`config.mk`:
```
export PLATFORM = sky130hd
export DESIGN_NAME = circ_buf_mp
export DESIGN_NICKNAME = d
export VERILOG_FILES = /design/src/rtl/circ_buf_mp_pkg.sv /design/src/rtl/circ_buf_ptr_ctrl.sv /design/src/rtl/circ_buf_mp.sv
export SDC_FILE = /design/constraint.sdc
export NUM_CORES = 2
export LEC_CHECK = 0
export ABC_CLOCK_PERIOD_IN_PS = 15700
export BUFFER_PORTS_ARGS = -buffer_cell sky130_fd_sc_hd__buf_2
export CELL_PAD_IN_SITES_DETAIL_PLACEMENT = 1
export CELL_PAD_IN_SITES_GLOBAL_PLACEMENT = 1
export CORE_ASPECT_RATIO = 0.7
export CORE_UTILIZATION = 50
export CTS_CLUSTER_DIAMETER = 100
export CTS_CLUSTER_SIZE = 28
export DETAILED_ROUTE_END_ITERATION = 10
export PLACE_DENSITY_LB_ADDON = 0.1
export SLEW_MARGIN = 20
export SYNTH_ARGS = -nofsm -noshare
export SYNTH_HDL_FRONTEND = slang
export SYNTH_SLANG_ARGS = --single-unit
```
`constraint.sdc`:
```
create_clock -name clock -period 15.7 [get_ports clock]
set_clock_uncertainty 0.15 [all_clocks]
set_input_delay 2.355 -clock clock [delete_from_list [all_inputs] [get_ports clock]]
set_output_delay 2.355 -clock clock [all_outputs]
set_load 0.02 [all_outputs]
```
`src/rtl/circ_buf_mp_pkg.sv`:
```
`default_nettype none
// ============================================================================
//  Module      : circ_buf_mp_pkg
//  Description : Shared entry typedefs, default geometry and width helpers
//                for the multi-port circular issue queue.
//  Revision    : 1.0 - initial release
// ============================================================================
package circ_buf_mp_pkg;

    localparam int CB_DEPTH       = 16;
    localparam int CB_INS_COUNT   = 4;
    localparam int CB_EXT_COUNT   = 4;
    localparam int CB_PARTIAL_INS = 1;

    typedef struct packed {
        logic [5:0] rob_id;
        logic [6:0] pdst;
        logic [6:0] psrc1;
        logic [6:0] psrc2;
        logic [3:0] fu_op;
        logic       rdy;
    } iq_entry_t;

    // Width of a true count 0..n
    function automatic int cb_cnt_w(input int n);
        return $clog2(n + 1);
    endfunction

    // Width of a pointer into an n-deep ring
    function automatic int cb_ptr_w(input int depth);
        return $clog2(depth);
    endfunction

endpackage
`default_nettype wire

```
`src/rtl/circ_buf_ptr_ctrl.sv`:
```
`default_nettype none
// ============================================================================
//  Module      : circ_buf_ptr_ctrl
//  Description : Head/tail/occupancy bookkeeping for circ_buf_mp: lane
//                clipping, insert acceptance, extract and squash amounts.
//  Revision    : 1.0 - initial release
// ============================================================================
module circ_buf_ptr_ctrl
    import circ_buf_mp_pkg::*;
#(
    parameter int DEPTH       = CB_DEPTH,
    parameter int INS_COUNT   = CB_INS_COUNT,
    parameter int EXT_COUNT   = CB_EXT_COUNT,
    parameter int PARTIAL_INS = CB_PARTIAL_INS,
    localparam int DLW  = cb_ptr_w(DEPTH),
    localparam int INSW = cb_cnt_w(INS_COUNT),
    localparam int EXTW = cb_cnt_w(EXT_COUNT),
    localparam int CW   = DLW + 1
) (
    input  logic            clock,
    input  logic            reset_n,
    input  logic            ins_valid_i,
    input  logic [INSW-1:0] ins_count_i,
    input  logic [EXTW-1:0] ext_count_i,
    input  logic            flush_i,
    input  logic            squash_valid_i,
    input  logic [CW-1:0]   squash_count_i,
    output logic [DLW-1:0]  head_o,
    output logic [DLW-1:0]  tail_o,
    output logic [INSW-1:0] ins_accepted_o,
    output logic [EXTW-1:0] ext_taken_o,
    output logic [CW-1:0]   sq_o,
    output logic [CW-1:0]   used_count_o,
    output logic [CW-1:0]   used_next_o,
    output logic [CW-1:0]   free_count_o,
    output logic            empty_o,
    output logic            full_o
);

    // One spare bit above a count so intermediate sums/differences never wrap
    localparam int AW = DLW + 2;

    logic [DLW-1:0] head_q, head_d;
    logic [DLW-1:0] tail_q, tail_d;
    logic [CW-1:0]  used_q, used_d;

    logic [AW-1:0] used_w;
    logic [AW-1:0] free_w;
    logic [AW-1:0] ins_clip;
    logic [AW-1:0] ext_clip;
    logic [AW-1:0] sq_req;
    logic [AW-1:0] ext_taken;
    logic [AW-1:0] sq_amt;
    logic [AW-1:0] ins_acc;
    logic [AW-1:0] used_nx;

    always_comb begin
        used_w    = AW'(used_q);
        free_w    = AW'(DEPTH) - used_w;
        ins_clip  = (AW'(ins_count_i) > AW'(INS_COUNT)) ? AW'(INS_COUNT) : AW'(ins_count_i);
        ext_clip  = (AW'(ext_count_i) > AW'(EXT_COUNT)) ? AW'(EXT_COUNT) : AW'(ext_count_i);
        sq_req    = AW'(squash_count_i);
        ext_taken = '0;
        sq_amt    = '0;
        ins_acc   = '0;
        if (!flush_i) begin
            ext_taken = (ext_clip < used_w) ? ext_clip : used_w;
            if (squash_valid_i) begin
                // Squash only reaches entries that survive this cycle's extract
                sq_amt = (sq_req < (used_w - ext_taken)) ? sq_req : (used_w - ext_taken);
            end else if (ins_valid_i) begin
                if (ins_clip <= free_w) begin
                    ins_acc = ins_clip;
                end else if (PARTIAL_INS != 0) begin
                    ins_acc = free_w;
                end
            end
        end
    end

    always_comb begin
        if (flush_i) begin
            head_d  = '0;
            tail_d  = '0;
            used_nx = '0;
        end else begin
            head_d  = head_q + DLW'(ext_taken);
            tail_d  = tail_q + DLW'(ins_acc) - DLW'(sq_amt);
            used_nx = used_w + ins_acc - ext_taken - sq_amt;
        end
        used_d = CW'(used_nx);
    end

    always_ff @(posedge clock or negedge reset_n) begin
        if (!reset_n) begin
            head_q <= '0;
            tail_q <= '0;
            used_q <= '0;
        end else begin
            head_q <= head_d;
            tail_q <= tail_d;
            used_q <= used_d;
        end
    end

    assign head_o         = head_q;
    assign tail_o         = tail_q;
    assign ins_accepted_o = INSW'(ins_acc);
    assign ext_taken_o    = EXTW'(ext_taken);
    assign sq_o           = CW'(sq_amt);
    assign used_count_o   = used_q;
    assign used_next_o    = used_d;
    assign free_count_o   = CW'(free_w);
    assign empty_o        = (used_q == '0);
    assign full_o         = (free_w < AW'(INS_COUNT));

endmodule
`default_nettype wire

```
`src/rtl/circ_buf_mp.sv`:
```
`default_nettype none
// ============================================================================
//  Module      : circ_buf_mp
//  Description : Multi-port circular queue between dispatch and issue with
//                partial insert, multi-extract, flush and tail squash.
//                Define CIRCBUF_HWM_EN to enable the max_used high-water mark.
//  Revision    : 1.0 - initial release
// ============================================================================
module circ_buf_mp
    import circ_buf_mp_pkg::*;
#(
    parameter type T          = iq_entry_t,
    parameter int DEPTH       = CB_DEPTH,
    parameter int INS_COUNT   = CB_INS_COUNT,
    parameter int EXT_COUNT   = CB_EXT_COUNT,
    parameter int PARTIAL_INS = CB_PARTIAL_INS,
    localparam int DLW  = cb_ptr_w(DEPTH),
    localparam int INSW = cb_cnt_w(INS_COUNT),
    localparam int EXTW = cb_cnt_w(EXT_COUNT),
    localparam int CW   = DLW + 1
) (
    input  logic                 clock,
    input  logic                 reset_n,
    input  logic                 ins_valid_i,
    input  logic [INSW-1:0]      ins_count_i,
    input  T                     ins_elements_i [INS_COUNT],
    output logic [INSW-1:0]      ins_accepted_o,
    input  logic [EXTW-1:0]      ext_count_i,
    output logic [EXT_COUNT-1:0] out_valid_o,
    output T                     out_elements_o [EXT_COUNT],
    input  logic                 flush_i,
    input  logic                 squash_valid_i,
    input  logic [CW-1:0]        squash_count_i,
    output logic [CW-1:0]        used_count_o,
    output logic [CW-1:0]        free_count_o,
    output logic                 empty_o,
    output logic                 full_o,
    output logic [CW-1:0]        max_used_o
);

    if (DEPTH < 2 || (DEPTH & (DEPTH - 1)) != 0 || DEPTH < INS_COUNT || DEPTH < EXT_COUNT) begin : g_bad_cfg
        $error("circ_buf_mp: DEPTH must be a power of two >= 2, INS_COUNT and EXT_COUNT");
    end

    logic [DLW-1:0]  head;
    logic [DLW-1:0]  tail;
    logic [INSW-1:0] ins_accepted;
    logic [EXTW-1:0] ext_taken;
    logic [CW-1:0]   sq;
    logic [CW-1:0]   used_next;

    T                 buf_q [DEPTH];
    logic [DEPTH-1:0] valid_q, valid_d;

    circ_buf_ptr_ctrl #(
        .DEPTH       (DEPTH),
        .INS_COUNT   (INS_COUNT),
        .EXT_COUNT   (EXT_COUNT),
        .PARTIAL_INS (PARTIAL_INS)
    ) u_ptr_ctrl (
        .clock          (clock),
        .reset_n        (reset_n),
        .ins_valid_i    (ins_valid_i),
        .ins_count_i    (ins_count_i),
        .ext_count_i    (ext_count_i),
        .flush_i        (flush_i),
        .squash_valid_i (squash_valid_i),
        .squash_count_i (squash_count_i),
        .head_o         (head),
        .tail_o         (tail),
        .ins_accepted_o (ins_accepted),
        .ext_taken_o    (ext_taken),
        .sq_o           (sq),
        .used_count_o   (used_count_o),
        .used_next_o    (used_next),
        .free_count_o   (free_count_o),
        .empty_o        (empty_o),
        .full_o         (full_o)
    );

    assign ins_accepted_o = ins_accepted;

    // Payload needs no reset: it is only observed through the valid bits
    always_ff @(posedge clock) begin
        for (int l = 0; l < INS_COUNT; l++) begin
            if (INSW'(l) < ins_accepted) begin
                buf_q[tail + DLW'(l)] <= ins_elements_i[l];
            end
        end
    end

    // Extract, squash and insert touch disjoint slots, so order is immaterial
    always_comb begin
        valid_d = valid_q;
        if (flush_i) begin
            valid_d = '0;
        end else begin
            for (int i = 0; i < EXT_COUNT; i++) begin
                if (EXTW'(i) < ext_taken) begin
                    valid_d[head + DLW'(i)] = 1'b0;
                end
            end
            for (int j = 0; j < DEPTH; j++) begin
                if (CW'(j) < sq) begin
                    valid_d[tail - DLW'(j) - DLW'(1)] = 1'b0;
                end
            end
            for (int l = 0; l < INS_COUNT; l++) begin
                if (INSW'(l) < ins_accepted) begin
                    valid_d[tail + DLW'(l)] = 1'b1;
                end
            end
        end
    end

    always_ff @(posedge clock or negedge reset_n) begin
        if (!reset_n) begin
            valid_q <= '0;
        end else begin
            valid_q <= valid_d;
        end
    end

    always_comb begin
        for (int i = 0; i < EXT_COUNT; i++) begin
            out_elements_o[i] = buf_q[head + DLW'(i)];
            out_valid_o[i]    = valid_q[head + DLW'(i)];
        end
    end

`ifdef CIRCBUF_HWM_EN
    logic [CW-1:0] max_used_q;

    always_ff @(posedge clock or negedge reset_n) begin
        if (!reset_n) begin
            max_used_q <= '0;
        end else if (used_next > max_used_q) begin
            max_used_q <= used_next;
        end
    end

    assign max_used_o = max_used_q;
`else
    logic unused_hwm;
    assign unused_hwm = ^used_next;
    assign max_used_o = '0;
`endif

endmodule
`default_nettype wire

```
==> impl_metrics.csv <==
group,metric,value,unit
grt,grt.overflow.total,0,
cells_and_area,nets,5254,
synth,ys_warn_count,0,
critical_path,cp.required,16110,ps
placement,gp_congestion,1.042,
power_and_ir_drop,pwr-share-comb,67.5,%
grt,grtUsageTotal,47.97,%
grt,grt_pass1_vias,49297,
drt,drt_drc_violations_left,0,
drt,wl_per_cell,40.57,µm
clock_network,clock_sinks,541,
cells_and_area,drive_above_1_share,25.64,%
sta,fin_crit,9110,ps
power_and_ir_drop,pwr_density_cell,158.7,nW/µm²
sta,rsz0062_at_grt,"false",
drt,dr.pass1.iters,6,
sta,hold_violations,0,
placement,portBuffers,290,
critical_path,slowest_delay,780,ps
critical_path,crit_top_cell,"ha_1",
cells_and_area,fin_util,54.31,%
synth,synthesis.area,53390,µm²
power_and_ir_drop,clkPwrFrac,11.7,%
floorplanning,io-pin-count,296,
sta,slew_headroom,13.80,%
clock_network,clk_latency,700,ps
floorplanning,die_area,108100,µm²
clock_network,cts_tree,"done",
synth,synth_flop_cell,"edfxtp_1",
grt,grt_max_degree,183,
synth,synth-edff-count,512,
synth,yosysSeqAreaShare,30.16,%
power_and_ir_drop,seqPwrFrac,20.8,%
critical_path,cp_top_family,"adder cells",
critical_path,crit_fanout,23,
placement,place_ws,6113,ps
drt,drtIter0Drc,8067,
status,status,"finished clean",
clock_network,path_clk_slew,110,ps
sta,finalSetupTns,0,ps
synth,synthArstFlopShare,5.360,%
critical_path,crit_path_top_delay_cell,"o221a_2",
power_and_ir_drop,power_leakage,17.96,nW
critical_path,crit_buf_inv,4,
cells_and_area,areaGrowthSynthToFinish,6.848,%
clock_network,postCtsResizedCells,0,
grt,antenna_found_initial,22,
job,drv_cap,0,
power_and_ir_drop,sw_frac_of_total,51.13,%
power_and_ir_drop,internal-power,0.004423,W
clock_network,ctsHoldBuffers,0,
clock_network,htreeDepth,1,
critical_path,crit_path_end_kind,"flop",
clock_network,postCtsSetupBuffers,0,
floorplanning,core,105000,µm²
drt,drt-vias-per-instance,7.835,
floorplanning,rows,99,
worst_hold_path,hp-class,"reg -> reg",
sta,timing.final.ws_setup,6590,ps
drt,vias,50959,
cells_and_area,fill_cells,11352,
floorplanning,initial_core_util,50.83,%
power_and_ir_drop,vdd_drop_max,181.3,µV
critical_path,arrival,9520,ps
sta,setup_viol,0,
synth,netlist-cell-type-count,89,
clock_network,numCtsBuffers,31,
synth,synth-seq-cells,541,
drt,totalWireLength,263.9,mm
placement,dp_hpwl,160.3,mm
power_and_ir_drop,finalPower,0.009051,W
power_and_ir_drop,p_switching,0.004627,W
sta,tightest_slew,1293,ps
synth,syn-mean-instance-area,10.24,µm²
clock_network,cts.path.max_buffers,3,
clock_network,clockRootBuffer,"clkbuf_16",
synth,netlist_instances,5213,
sta,finalCritPeriodShare,58.03,%
floorplanning,chipWidth,392.6,µm
sta,fmax,0.1098,GHz
floorplanning,die_y,275.4,µm
sta,timing_max_transition_violations_final,0,
grt,grt_pass1_wl,370.1,mm
critical_path,worstSetupPathType,"in -> reg",
drt,ant_nets,0,
critical_path,critPathLaunchType,"input port",
==> worst paths after layout <==
path                                                      startpoint  cells past startpoint                                    to  slack, ps
worst max-delay path                                  ext_count_i[1]                     26  u_ptr_ctrl.used_count_o[4]$_DFF_PN0_       6590
min in group asynchronous                                    reset_n                      1        u_ptr_ctrl.tail_o[1]$_DFF_PN0_       1630
worst min register to register        u_ptr_ctrl.head_o[0]$_DFF_PN0_                      2        u_ptr_ctrl.head_o[0]$_DFF_PN0_        680
worst max register to register  u_ptr_ctrl.used_count_o[2]$_DFF_PN0_                     24  u_ptr_ctrl.used_count_o[4]$_DFF_PN0_       7630
max in group asynchronous                                    reset_n                      1        u_ptr_ctrl.head_o[1]$_DFF_PN0_      13030
worst min-delay path                  u_ptr_ctrl.head_o[0]$_DFF_PN0_                      2        u_ptr_ctrl.head_o[0]$_DFF_PN0_        680
==> per-stage QoR <==
step                area [µm²]  std cells  hold slack (ps)
global placement         55840       6434            625.4
global route             57030       6498            685.2
floorplan                53410       5218            485.6
detailed placement       55870       6435            653.8
CTS                      56960       6490            670.9
finish                   57040       6504            677.4
==> layout make-up <==
class,instances,area (µm²),share of cell area (%)
Multi-Input combinational cell,3992,35180,61.68
Clock inverter,24,307.8,0.5396
Inverter,52,200.2,0.3509
Sequential cell,541,16120,28.25
Timing Repair Buffer,438,2664,4.670
Tap cell,1414,1769,3.101
Clock buffer,31,775.7,1.360
Antenna cell,12,30.03,0.05264
==> synthesized netlist by cell type (30+ instances only) <==
library cell,number,share of area (%)
edfxtp_1,512,29
mux2_2,142,3.0
o21ai_0,347,3.3
mux2i_1,544,10
nand3_1,44,0.41
nand2_1,602,4.2
buf_2,70,0.66
ha_1,41,0.96
mux4_2,550,23
buf_1,89,0.63
nor2b_1,161,1.9
a21oi_1,411,3.9
xnor2_1,30,0.49
clkbuf_1,455,3.2
inv_1,49,0.34
nor2_1,359,2.5
a31oi_1,63,0.74
nor3_1,39,0.37
a211oi_1,242,3.4
a21o_1,60,0.84
==> sequential cells by signal (all words and copies together), names as in the netlist <==
name	count
u_ptr_ctrl.tail_o	4
valid_q	16
u_ptr_ctrl.head_o	4
u_ptr_ctrl.used_count_o	5
buf_q	512
==> worst min-delay path, stage by stage (launching register included) <==
cell and delay, ps:
dfrtp_4 520, ha_1 150, nor2b_1 120
==> power groups by stage <==
stage | clock (W) | combinational [W] | sequential (W)
global route | 0.00108 | 0.00629 | 0.00189
CTS | 0.00104 | 0.00590 | 0.00187
detailed placement | 0 | 0.00587 | 0.00190
finish | 0.00106 | 0.00611 | 0.00188
floorplan | 0 | 0.00390 | 0.00183
global placement | 0 | 0.00579 | 0.00189
==> cell usage in the layout, fill, tap and decap left out, types with 10 or more instances in the layout <==
cell type  synthesis  routed
nor2_1           359     333
o22ai_1           20      17
buf_4             13     141
a21oi_4            0      10
nand2b_1          15      14
edfxtp_1         512     512
nand3_1           44      43
nor2_4             0      22
o21ai_1           22      20
xor2_1            15      11
nand4_1           14      14
mux2i_1          544     543
mux2_2           142     142
nor2b_1          161     161
ha_1              41      39
and2_1            28      28
nor3_1            39      32
diode_2            0      12
mux4_2           550     550
fa_1              13      13
buf_2             70     290
a211oi_1         242     241
xnor2_1           30      23
o21ai_0          347     343
a22oi_1           22      22
a31oi_1           63      63
and3_1            22      22
clkbuf_16          0      31
a21oi_1          411     406
dfrtp_1           29      25
nand2_1          602     597
a21o_1            60      60
inv_1             49      45
a311oi_1          10      10
==> cells by family (layout without fill, tap and decap cells) <==
kind of cell	Yosys count	in the layout	share of synthesized area, %
AND/OR/NAND/NOR	1337	1337	11.16
AO/OA/AOI/OAI	1313	1313	14.93
multiplexers	1236	1236	36.40
buffers and inverters	685	545	5.156
flip-flops	541	541	30.16
adder cells (fa/ha/maj)	54	54	1.448
XOR/XNOR	45	45	0.7382
other	2	19	0.01407
==> routing by layer <==
metal  up-vias  part of all wire [%]  GRT usage [%]  routed length [µm]
met2      4556                    41          65.84              107300
met1     25688                    37          65.28               97460
met5         -                 0.052              0                 138
met3       956                    16          18.83               43430
li1      19737                     -              -                   -
met4        22                   5.9          24.90               15620
Note: power is estimated with default switching activity, not from simulation.
